[config.mk]
export PLATFORM = sky130hd
export DESIGN_NAME = step_phase_decoder_flat
export DESIGN_NICKNAME = d
export VERILOG_FILES = /design/src/rtl/step_phase_decoder_if.sv /design/src/rtl/step_phase_decoder.sv /design/src/flat_wrapper.sv
export SDC_FILE = /design/constraint.sdc
export NUM_CORES = 1
export LEC_CHECK = 0
export CORE_UTILIZATION = 30
export DETAILED_ROUTE_END_ITERATION = 10
export PLACE_DENSITY_LB_ADDON = 0.3
export SYNTH_ARGS = -nofsm -noshare
export SYNTH_HDL_FRONTEND = slang
export SYNTH_SLANG_ARGS = --single-unit
[constraint.sdc]
create_clock -name clk -period 7.49 [get_ports clk]
set_input_delay 1.498 -clock clk [delete_from_list [all_inputs] [get_ports clk]]
set_output_delay 1.498 -clock clk [all_outputs]
set_load 0.02 [all_outputs]
[src/rtl/step_phase_decoder_if.sv]
// rtl/step_phase_decoder_if.sv - coil-phase input and position/fault outputs of the step phase decoder
interface step_phase_decoder_if #(
    parameter int FLOOR_W = 4,
    parameter int SUB_W   = 10
);
    logic [3:0]         phase_in;
    logic               clr_pos;
    logic [FLOOR_W-1:0] floor;
    logic [SUB_W-1:0]   sub_step;
    logic               at_floor;
    logic               step_pulse;
    logic               dir_up;
    logic               dir_down;
    logic               moving;
    logic               err_illegal;
    logic               err_skip;
    logic               err_range;
    logic [7:0]         period_ms;

    modport master (
        output phase_in, clr_pos,
        input  floor, sub_step, at_floor, step_pulse, dir_up, dir_down,
        input  moving, err_illegal, err_skip, err_range, period_ms
    );

    modport slave (
        input  phase_in, clr_pos,
        output floor, sub_step, at_floor, step_pulse, dir_up, dir_down,
        output moving, err_illegal, err_skip, err_range, period_ms
    );
endinterface

[src/rtl/step_phase_decoder.sv]
// rtl/step_phase_decoder.sv - decodes 4-phase stepper coil pattern into steps, direction, position and faults
// Optional step-period measurement built when STEP_PERIOD_MEAS_EN is defined.
module step_phase_decoder #(
    parameter int CLK_PER_MS      = 100000,
    parameter int STEPS_PER_FLOOR = 512,
    parameter int FLOOR_W         = 4,
    parameter int SUB_W           = 10,
    parameter int STALL_MS        = 20
) (
    input  logic                 clk,
    input  logic                 rst,
    step_phase_decoder_if.slave  bus
);
    localparam int MS_W = (CLK_PER_MS > 1) ? $clog2(CLK_PER_MS) : 1;
    localparam logic [MS_W-1:0]    MS_LAST   = MS_W'(CLK_PER_MS - 1);
    localparam logic [SUB_W-1:0]   SUB_LAST  = SUB_W'(STEPS_PER_FLOOR - 1);
    localparam logic [FLOOR_W-1:0] FLOOR_TOP = {FLOOR_W{1'b1}};
    localparam logic [7:0]         STALL_LIM = 8'(STALL_MS);

    logic [3:0]         ph_cur;
    logic [3:0]         ph_prev;
    logic               prev_valid;
    logic [FLOOR_W-1:0] floor_q;
    logic [SUB_W-1:0]   sub_q;
    logic               step_q;
    logic               dir_up_q;
    logic               dir_down_q;
    logic               moving_q;
    logic               err_illegal_q;
    logic               err_skip_q;
    logic               err_range_q;
    logic [MS_W-1:0]    ms_cnt;
    logic [7:0]         stall_cnt;

    logic               ms_tick;
    logic               is_onehot;
    logic [3:0]         rot_l;
    logic [3:0]         rot_r;
    logic [3:0]         rot_2;
    logic               dec_up;
    logic               dec_down;
    logic               dec_skip;
    logic               dec_illegal;
    logic               dec_step;
    logic [3:0]         ph_prev_nxt;
    logic               prev_valid_nxt;
    logic [FLOOR_W-1:0] floor_nxt;
    logic [SUB_W-1:0]   sub_nxt;
    logic               range_hit;
    logic [7:0]         stall_nxt;
    logic               moving_nxt;
    logic               dir_up_nxt;
    logic               dir_down_nxt;

    assign ms_tick = (ms_cnt == MS_LAST);

    // Phase decode: ph_prev only tracks legal one-hot patterns, so a glitch
    // (idle or illegal) never breaks the up/down reference.
    always_comb begin
        is_onehot      = (ph_cur != 4'b0000) && ((ph_cur & (ph_cur - 4'd1)) == 4'b0000);
        rot_l          = {ph_prev[2:0], ph_prev[3]};
        rot_r          = {ph_prev[0], ph_prev[3:1]};
        rot_2          = {ph_prev[1:0], ph_prev[3:2]};
        dec_up         = 1'b0;
        dec_down       = 1'b0;
        dec_skip       = 1'b0;
        dec_illegal    = 1'b0;
        ph_prev_nxt    = ph_prev;
        prev_valid_nxt = prev_valid;
        if (ph_cur == 4'b0000) begin
            dec_illegal = 1'b0;
        end else if (!is_onehot) begin
            dec_illegal = 1'b1;
        end else begin
            ph_prev_nxt    = ph_cur;
            prev_valid_nxt = 1'b1;
            if (prev_valid) begin
                if (ph_cur == rot_l) begin
                    dec_up = 1'b1;
                end else if (ph_cur == rot_r) begin
                    dec_down = 1'b1;
                end else if (ph_cur == rot_2) begin
                    dec_skip = 1'b1;
                end
            end
        end
        dec_step = dec_up | dec_down;
    end

    // Position update; a range violation still counts as a step, only the position holds.
    always_comb begin
        floor_nxt = floor_q;
        sub_nxt   = sub_q;
        range_hit = 1'b0;
        if (dec_up) begin
            if ((floor_q == FLOOR_TOP) && (sub_q == '0)) begin
                range_hit = 1'b1;
            end else if (sub_q == SUB_LAST) begin
                sub_nxt   = '0;
                floor_nxt = floor_q + FLOOR_W'(1);
            end else begin
                sub_nxt = sub_q + SUB_W'(1);
            end
        end else if (dec_down) begin
            if (sub_q == '0) begin
                if (floor_q != '0) begin
                    sub_nxt   = SUB_LAST;
                    floor_nxt = floor_q - FLOOR_W'(1);
                end else begin
                    range_hit = 1'b1;
                end
            end else begin
                sub_nxt = sub_q - SUB_W'(1);
            end
        end
        if (bus.clr_pos) begin
            floor_nxt = '0;
            sub_nxt   = '0;
        end
    end

    // Stall supervision and direction flags, which fall together with moving.
    always_comb begin
        stall_nxt    = stall_cnt;
        moving_nxt   = moving_q;
        dir_up_nxt   = dir_up_q;
        dir_down_nxt = dir_down_q;
        if (dec_step) begin
            stall_nxt    = 8'd0;
            moving_nxt   = 1'b1;
            dir_up_nxt   = dec_up;
            dir_down_nxt = dec_down;
        end else begin
            if (ms_tick && (stall_cnt != STALL_LIM)) begin
                stall_nxt = stall_cnt + 8'd1;
            end
            if (stall_nxt == STALL_LIM) begin
                moving_nxt   = 1'b0;
                dir_up_nxt   = 1'b0;
                dir_down_nxt = 1'b0;
            end
        end
    end

    always_ff @(posedge clk) begin
        if (rst) begin
            ph_cur        <= 4'b0000;
            ph_prev       <= 4'b0000;
            prev_valid    <= 1'b0;
            floor_q       <= '0;
            sub_q         <= '0;
            step_q        <= 1'b0;
            dir_up_q      <= 1'b0;
            dir_down_q    <= 1'b0;
            moving_q      <= 1'b0;
            err_illegal_q <= 1'b0;
            err_skip_q    <= 1'b0;
            err_range_q   <= 1'b0;
            ms_cnt        <= '0;
            stall_cnt     <= 8'd0;
        end else begin
            ph_cur        <= bus.phase_in;
            ph_prev       <= ph_prev_nxt;
            prev_valid    <= prev_valid_nxt;
            floor_q       <= floor_nxt;
            sub_q         <= sub_nxt;
            step_q        <= dec_step;
            dir_up_q      <= dir_up_nxt;
            dir_down_q    <= dir_down_nxt;
            moving_q      <= moving_nxt;
            err_illegal_q <= dec_illegal;
            err_skip_q    <= dec_skip;
            err_range_q   <= range_hit;
            ms_cnt        <= ms_tick ? '0 : ms_cnt + MS_W'(1);
            stall_cnt     <= stall_nxt;
        end
    end

`ifdef STEP_PERIOD_MEAS_EN
    logic [7:0] per_cnt;
    logic [7:0] per_now;
    logic       seen_step;
    logic [7:0] period_q;

    // The tick landing on the step edge belongs to the interval just closed.
    assign per_now = (ms_tick && (per_cnt != 8'hff)) ? per_cnt + 8'd1 : per_cnt;

    always_ff @(posedge clk) begin
        if (rst) begin
            per_cnt   <= 8'd0;
            seen_step <= 1'b0;
            period_q  <= 8'd0;
        end else if (dec_step) begin
            per_cnt   <= 8'd0;
            seen_step <= 1'b1;
            period_q  <= seen_step ? per_now : 8'd0;
        end else begin
            per_cnt   <= per_now;
        end
    end

    assign bus.period_ms = period_q;
`else
    assign bus.period_ms = 8'd0;
`endif

    assign bus.floor       = floor_q;
    assign bus.sub_step    = sub_q;
    assign bus.at_floor    = (sub_q == '0);
    assign bus.step_pulse  = step_q;
    assign bus.dir_up      = dir_up_q;
    assign bus.dir_down    = dir_down_q;
    assign bus.moving      = moving_q;
    assign bus.err_illegal = err_illegal_q;
    assign bus.err_skip    = err_skip_q;
    assign bus.err_range   = err_range_q;
endmodule
[src/flat_wrapper.sv]
// flat-port wrapper written by rule: the top's interface ports become plain ports
module step_phase_decoder_flat 
#(
    parameter int CLK_PER_MS      = 100000,
    parameter int STEPS_PER_FLOOR = 512,
    parameter int FLOOR_W         = 4,
    parameter int SUB_W           = 10,
    parameter int STALL_MS        = 20
)
  (clk, rst, bus_phase_in, bus_clr_pos, bus_floor, bus_sub_step, bus_at_floor, bus_step_pulse, bus_dir_up, bus_dir_down, bus_moving, bus_err_illegal, bus_err_skip, bus_err_range, bus_period_ms);
  step_phase_decoder_if #(.FLOOR_W(FLOOR_W), .SUB_W(SUB_W)) bus_i ();
  input  logic clk;
  input  logic rst;
  input wire logic [$bits(bus_i.phase_in)-1:0] bus_phase_in;
  input wire logic [$bits(bus_i.clr_pos)-1:0] bus_clr_pos;
  output wire logic [$bits(bus_i.floor)-1:0] bus_floor;
  output wire logic [$bits(bus_i.sub_step)-1:0] bus_sub_step;
  output wire logic [$bits(bus_i.at_floor)-1:0] bus_at_floor;
  output wire logic [$bits(bus_i.step_pulse)-1:0] bus_step_pulse;
  output wire logic [$bits(bus_i.dir_up)-1:0] bus_dir_up;
  output wire logic [$bits(bus_i.dir_down)-1:0] bus_dir_down;
  output wire logic [$bits(bus_i.moving)-1:0] bus_moving;
  output wire logic [$bits(bus_i.err_illegal)-1:0] bus_err_illegal;
  output wire logic [$bits(bus_i.err_skip)-1:0] bus_err_skip;
  output wire logic [$bits(bus_i.err_range)-1:0] bus_err_range;
  output wire logic [$bits(bus_i.period_ms)-1:0] bus_period_ms;
  assign bus_i.phase_in = bus_phase_in;
  assign bus_i.clr_pos = bus_clr_pos;
  assign bus_floor = bus_i.floor;
  assign bus_sub_step = bus_i.sub_step;
  assign bus_at_floor = bus_i.at_floor;
  assign bus_step_pulse = bus_i.step_pulse;
  assign bus_dir_up = bus_i.dir_up;
  assign bus_dir_down = bus_i.dir_down;
  assign bus_moving = bus_i.moving;
  assign bus_err_illegal = bus_i.err_illegal;
  assign bus_err_skip = bus_i.err_skip;
  assign bus_err_range = bus_i.err_range;
  assign bus_period_ms = bus_i.period_ms;
  step_phase_decoder #(.CLK_PER_MS(CLK_PER_MS), .STEPS_PER_FLOOR(STEPS_PER_FLOOR), .FLOOR_W(FLOOR_W), .SUB_W(SUB_W), .STALL_MS(STALL_MS)) u_core (.clk(clk), .rst(rst), .bus(bus_i));
endmodule
; Word-level counts from Yosys, hierarchy flattened
; Index checks and enable logic that the tools add are counted.
[totals]
in_bits = 7
output_inout_bits = 30
register_bits = 55
[op_classes]
n_reduce_logical = 20
mux = 34
add_sub_neg = 7
bitwise = 5
eq_ne = 11
[ops]
columns = cell, n
row1 = 10-bit two-way mux, 6
row2 = 4-bit two-way mux, 6
row3 = 1-bit two-way mux, 20
row4 = 17-bit by 1-bit adder with 17-bit output (second input constant), 1
row5 = 17-bit equality test (second input constant), 1
row6 = 8-bit two-way mux, 2
row7 = 4-bit equality test, 3
row8 = 10-bit by 1-bit adder with 10-bit output (second input constant), 1
row9 = 10-bit by 9-bit equality test with 1-bit output (second input constant), 1
row10 = 10-bit zero test, 1
row11 = 10-bit by 1-bit subtractor with 10-bit output (second input constant), 1
row12 = 8-bit by 1-bit adder with 8-bit output (second input constant), 1
row13 = 8-bit by 5-bit equality test with 1-bit output (second input constant), 1
row14 = 4-bit zero test, 2
row15 = 8-bit by 5-bit != test with 1-bit output (second input constant), 1
row16 = 2-bit nonzero test, 4
row17 = 4-bit nonzero test, 2
row18 = 2-bit OR reduction, 4
row19 = 4-bit by 1-bit subtractor with 4-bit output (second input constant), 2
row20 = 6-bit OR reduction, 1
row21 = 5-bit AND reduction, 1
row22 = 4-bit by 1-bit adder with 4-bit output (second input constant), 1
row23 = 4-bit bitwise AND, 1
row24 = 4-bit equality test (second input constant), 1
row25 = other kinds (7), 12

; Depth between registers and ports, before layout
[logic_depth]
word_depth = 11
depth_mapped = 12
depth_no_buf = 9

; Least setup slack after synthesis
; No wires, ideal clock.
[synth_timing]
path_kind = reg2out
startpoint = register u_core.sub_q[0] (netlist: u_core.bus.sub_step[0])
endpoint = output bus_at_floor
arrival_ns = 1.632
required_ns = 5.992
path_stages_with_launch = 7
path_slack_ns = 4.360
cell_sequence = dfxtp_1 -> inv_1 -> ha_1 -> or4b_4 -> nor2_1 -> nand2_1 -> inv_1
[synth_between]
elab_chain_cells = 1
[synth_rtl]
columns = element, line
row1 = "start, declared", step_phase_decoder.sv:24  ; logic [SUB_W-1:0] sub_q;
row2 = "start signal, assigned", step_phase_decoder.sv:166  ; sub_q <= sub_nxt;
row3 = 10-bit zero test, step_phase_decoder.sv:209  ; assign bus.at_floor = (sub_q == '0);
row4 = "end, declared", flat_wrapper.sv:18  ; output wire logic [$bits(bus_i.at_floor)-1:0] bus_at_floor;
; Every way passes these cells.

; Final worst setup path
; Ends and elaborated chain as after synthesis.

==> results.json <==
{
  "holdWs_ps": 477,
  "grt_overflow": 0,
  "synthDistinctLibCells": 61,
  "netlist_instances": 386,
  "clock_path_buffers": 2,
  "wl_per_cell_um": 13.0,
  "antenna_found_initial": 0,
  "synthArstFlopShare_pct": 0,
  "cp_top_family": "buffers and inverters",
  "power_leakage_nw": 1.32,
  "drt_iter0_markers": 103,
  "finalNonFillerCells": 535,
  "finalCoreUtilization_pct": 35.3,
  "start_util_pct": 31.2,
  "clock_latency_ps": 310,
  "core.rowCount": 37,
  "post_drt_via_cell_ratio": 5.08,
  "p_total_mw": 0.584,
  "pwr-share-comb_pct": 11.3,
  "avgSynthCellArea_sq_um": 8.37,
  "fmax_mhz": 242,
  "wirelength_mm": 6.94,
  "timing.final.max_slew_violations": 0,
  "core_area_sq_um": 10400,
  "post_route_cells_drive_above_1_share_pct": 5.76,
  "clkPwrFrac_pct": 35.8,
  "synth.cell_area_sq_um": 3230,
  "slowest_delay_ps": 610,
  "netlist_top_cells_area": "dfxtp_1 34%, xor2_1 6.8%, nor2_1 6.4%",
  "antenna_left": 0,
  "finalInstanceArea_sq_um": 3660,
  "seqPwrFrac_pct": 52.8,
  "crit_slowest_cell": "clkdlybuf4s50_1",
  "cts_hold_buffers": 0,
  "portBuffers": 28,
  "dp_slack_ps": 3730,
  "peakVddDrop_mv": 0.0795,
  "worst_hold_path_type": "reg -> reg",
  "num_vias": 2717,
  "max_cap_violations": 0,
  "grt_max_degree": 22,
  "synth_seq_cells": 55,
  "hold_viol": 0,
  "first_global_vias": 2535,
  "cp_num_buf_inv": 3,
  "fp.dieH_um": 106,
  "setup_viol": 0,
  "area_growth_pct": 13.4,
  "synth-main-ff-cell": "dfxtp_1",
  "p_per_area_nw_per_um2": 160,
  "status": "finished, final reports clean",
  "rsz0062_at_grt": "false",
  "seq_area_frac_synth_pct": 34.1,
  "htree_levels": 2,
  "synth_top_area_share_pct": 34.1,
  "timing.setup.tns_ps": 0,
  "skew_ps": 13.1,
  "tightest_slew_ps": 956,
  "dr.pass1.iters": 4,
  "synth_edf_count": 0,
  "synth_area_leader_cell": "dfxtp_1",
  "fin_crit_sh_pct": 55.1,
  "path_common_cell": "inv_1",
  "placed_cell_area_sq_um": 3550,
  "globalplace.congestion": 0.822,
  "crit_chain": "inv_1, ha_1, or4b_4, nor2_1, nand2_1, inv_1, clkdlybuf4s50_1",
  "startpoint_type": "flop",
  "cts_tree": "yes",
  "p_switching_mw": 0.150,
  "clock-root-buffer": "clkbuf_8",
  "slew_headroom_pct": 36.0,
  "final_cell_mix": "55 x nor2_1, 55 x dfxtp_1, 28 x clkdlybuf4s50_1",
  "cts_inserted_buffers": 5,
  "nNetsFinal": 411,
  "dpl.hpwl_mm": 4.91,
  "fin_ws_ps": 3370,
  "yosysWarnings": 0,
  "end_kind": "output port",
  "placed_cells": 527,
  "drc": 0,
  "crit_required_ps": 5990,
  "crit_fanout": 10,
  "pin_count": 37,
  "track_usage_pct": 13.0,
  "p_int_mw": 0.435,
  "die_area_sq_um": 11200,
  "post_cts_buffers": 0,
  "cts_resized": 0,
  "crit_type": "reg -> out",
  "switching_share_pct": 25.6,
  "antenna-diode-count": 0,
  "post-route-min-period_ps": 4120,
  "cts_sinks": 55,
  "grt_pass1_wl_mm": 12.0,
  "arrival_ps": 2630,
  "cts.clk_slew.worst_paths_ps": 110,
  "die_x_um": 106
}
-- cells in the mapped netlist, types with 2 or more instances --
cell / n
a21o_1: 2
mux2i_1: 8
and3_1: 12
or4_1: 4
nor4_4: 2
xor2_1: 25
nand3_1: 15
ha_1: 6
buf_4: 9
nand4b_1: 2
nand4_1: 12
o22ai_1: 2
a32oi_1: 2
and4_1: 3
nor3_1: 10
nand2b_1: 4
dfxtp_1: 55
o211ai_1: 5
nand2_1: 17
or3_1: 6
nor2_1: 55
a311oi_1: 2
nor4b_1: 2
buf_2: 6
nor2b_1: 5
a211oi_1: 2
o32ai_1: 2
or4b_4: 3
nor4_1: 2
or2_2: 4
inv_1: 12
and2_1: 5
clkbuf_1: 13
a21oi_1: 15
xnor2_1: 14
o21ai_0: 18
-- per-layer routing --
metal  wire [um]  part of all wire (%)  global-route usage [%]
met2        3230                    47                    21.5
met1        3360                    48                    16.7
met5           0                     0                       0
met3         279                   4.0                    2.97
met4          70                   1.0                    4.17
-- final timing paths --
check / cells past startpoint / end / start / slack [ps]
setup reg to reg: 9 / u_core.bus.floor[2] / u_core.ph_cur[2] / 4310
hold reg to reg: 1 / u_core.ms_cnt[0] / u_core.ms_cnt[0] / 480
hold / removal: 1 / u_core.ms_cnt[0] / u_core.ms_cnt[0] / 480
setup / recovery: 7 / bus_at_floor / u_core.bus.sub_step[0] / 3370
-- power groups by stage --
stage	clock, mW	sequential [mW]	combinational, mW
after detailed placement	0	0.315	0.0668
after floorplan	0	0.311	0.0582
after global placement	0	0.315	0.0659
after CTS	0.215	0.309	0.0669
after global routing	0.229	0.310	0.0733
final	0.209	0.309	0.0663
-- logic make-up (layout without fill, tap and decap cells) --
family	after synthesis	count (layout)	synth area share [%]
and+or+nand+nor	169	169	29.7
AOI/OAI and AO/OA	66	66	14.4
DFF	55	55	34.1
buffers and inverters	42	48	6.39
xor gates and xnor gates	39	39	10.6
muxes	8	8	2.48
adders and majority gates	6	6	2.32
other	1	8	0.116
-- sequential cells by signal (all words and copies together), names as in the netlist --
name	flops
u_core.stall_cnt	8
u_core.bus.dir_up	1
u_core.bus.err_skip	1
u_core.ph_cur	4
u_core.bus.dir_down	1
u_core.bus.err_illegal	1
u_core.bus.floor	4
u_core.prev_valid	1
u_core.bus.step_pulse	1
u_core.bus.sub_step	10
u_core.bus.moving	1
u_core.ph_prev	4
u_core.bus.err_range	1
u_core.ms_cnt	17
-- area by class of cell --
cell class / count / area (sq um)
Fill cell: 1087 / 6710
Multi-Input combinational cell: 296 / 1950
Sequential cell: 55 / 1100
Timing Repair Buffer: 28 / 280
Tap cell: 136 / 170
Clock buffer: 6 / 82.6
Inverter: 12 / 45.0
Clock inverter: 2 / 35.0
Note: power is estimated with default switching activity, not from simulation.
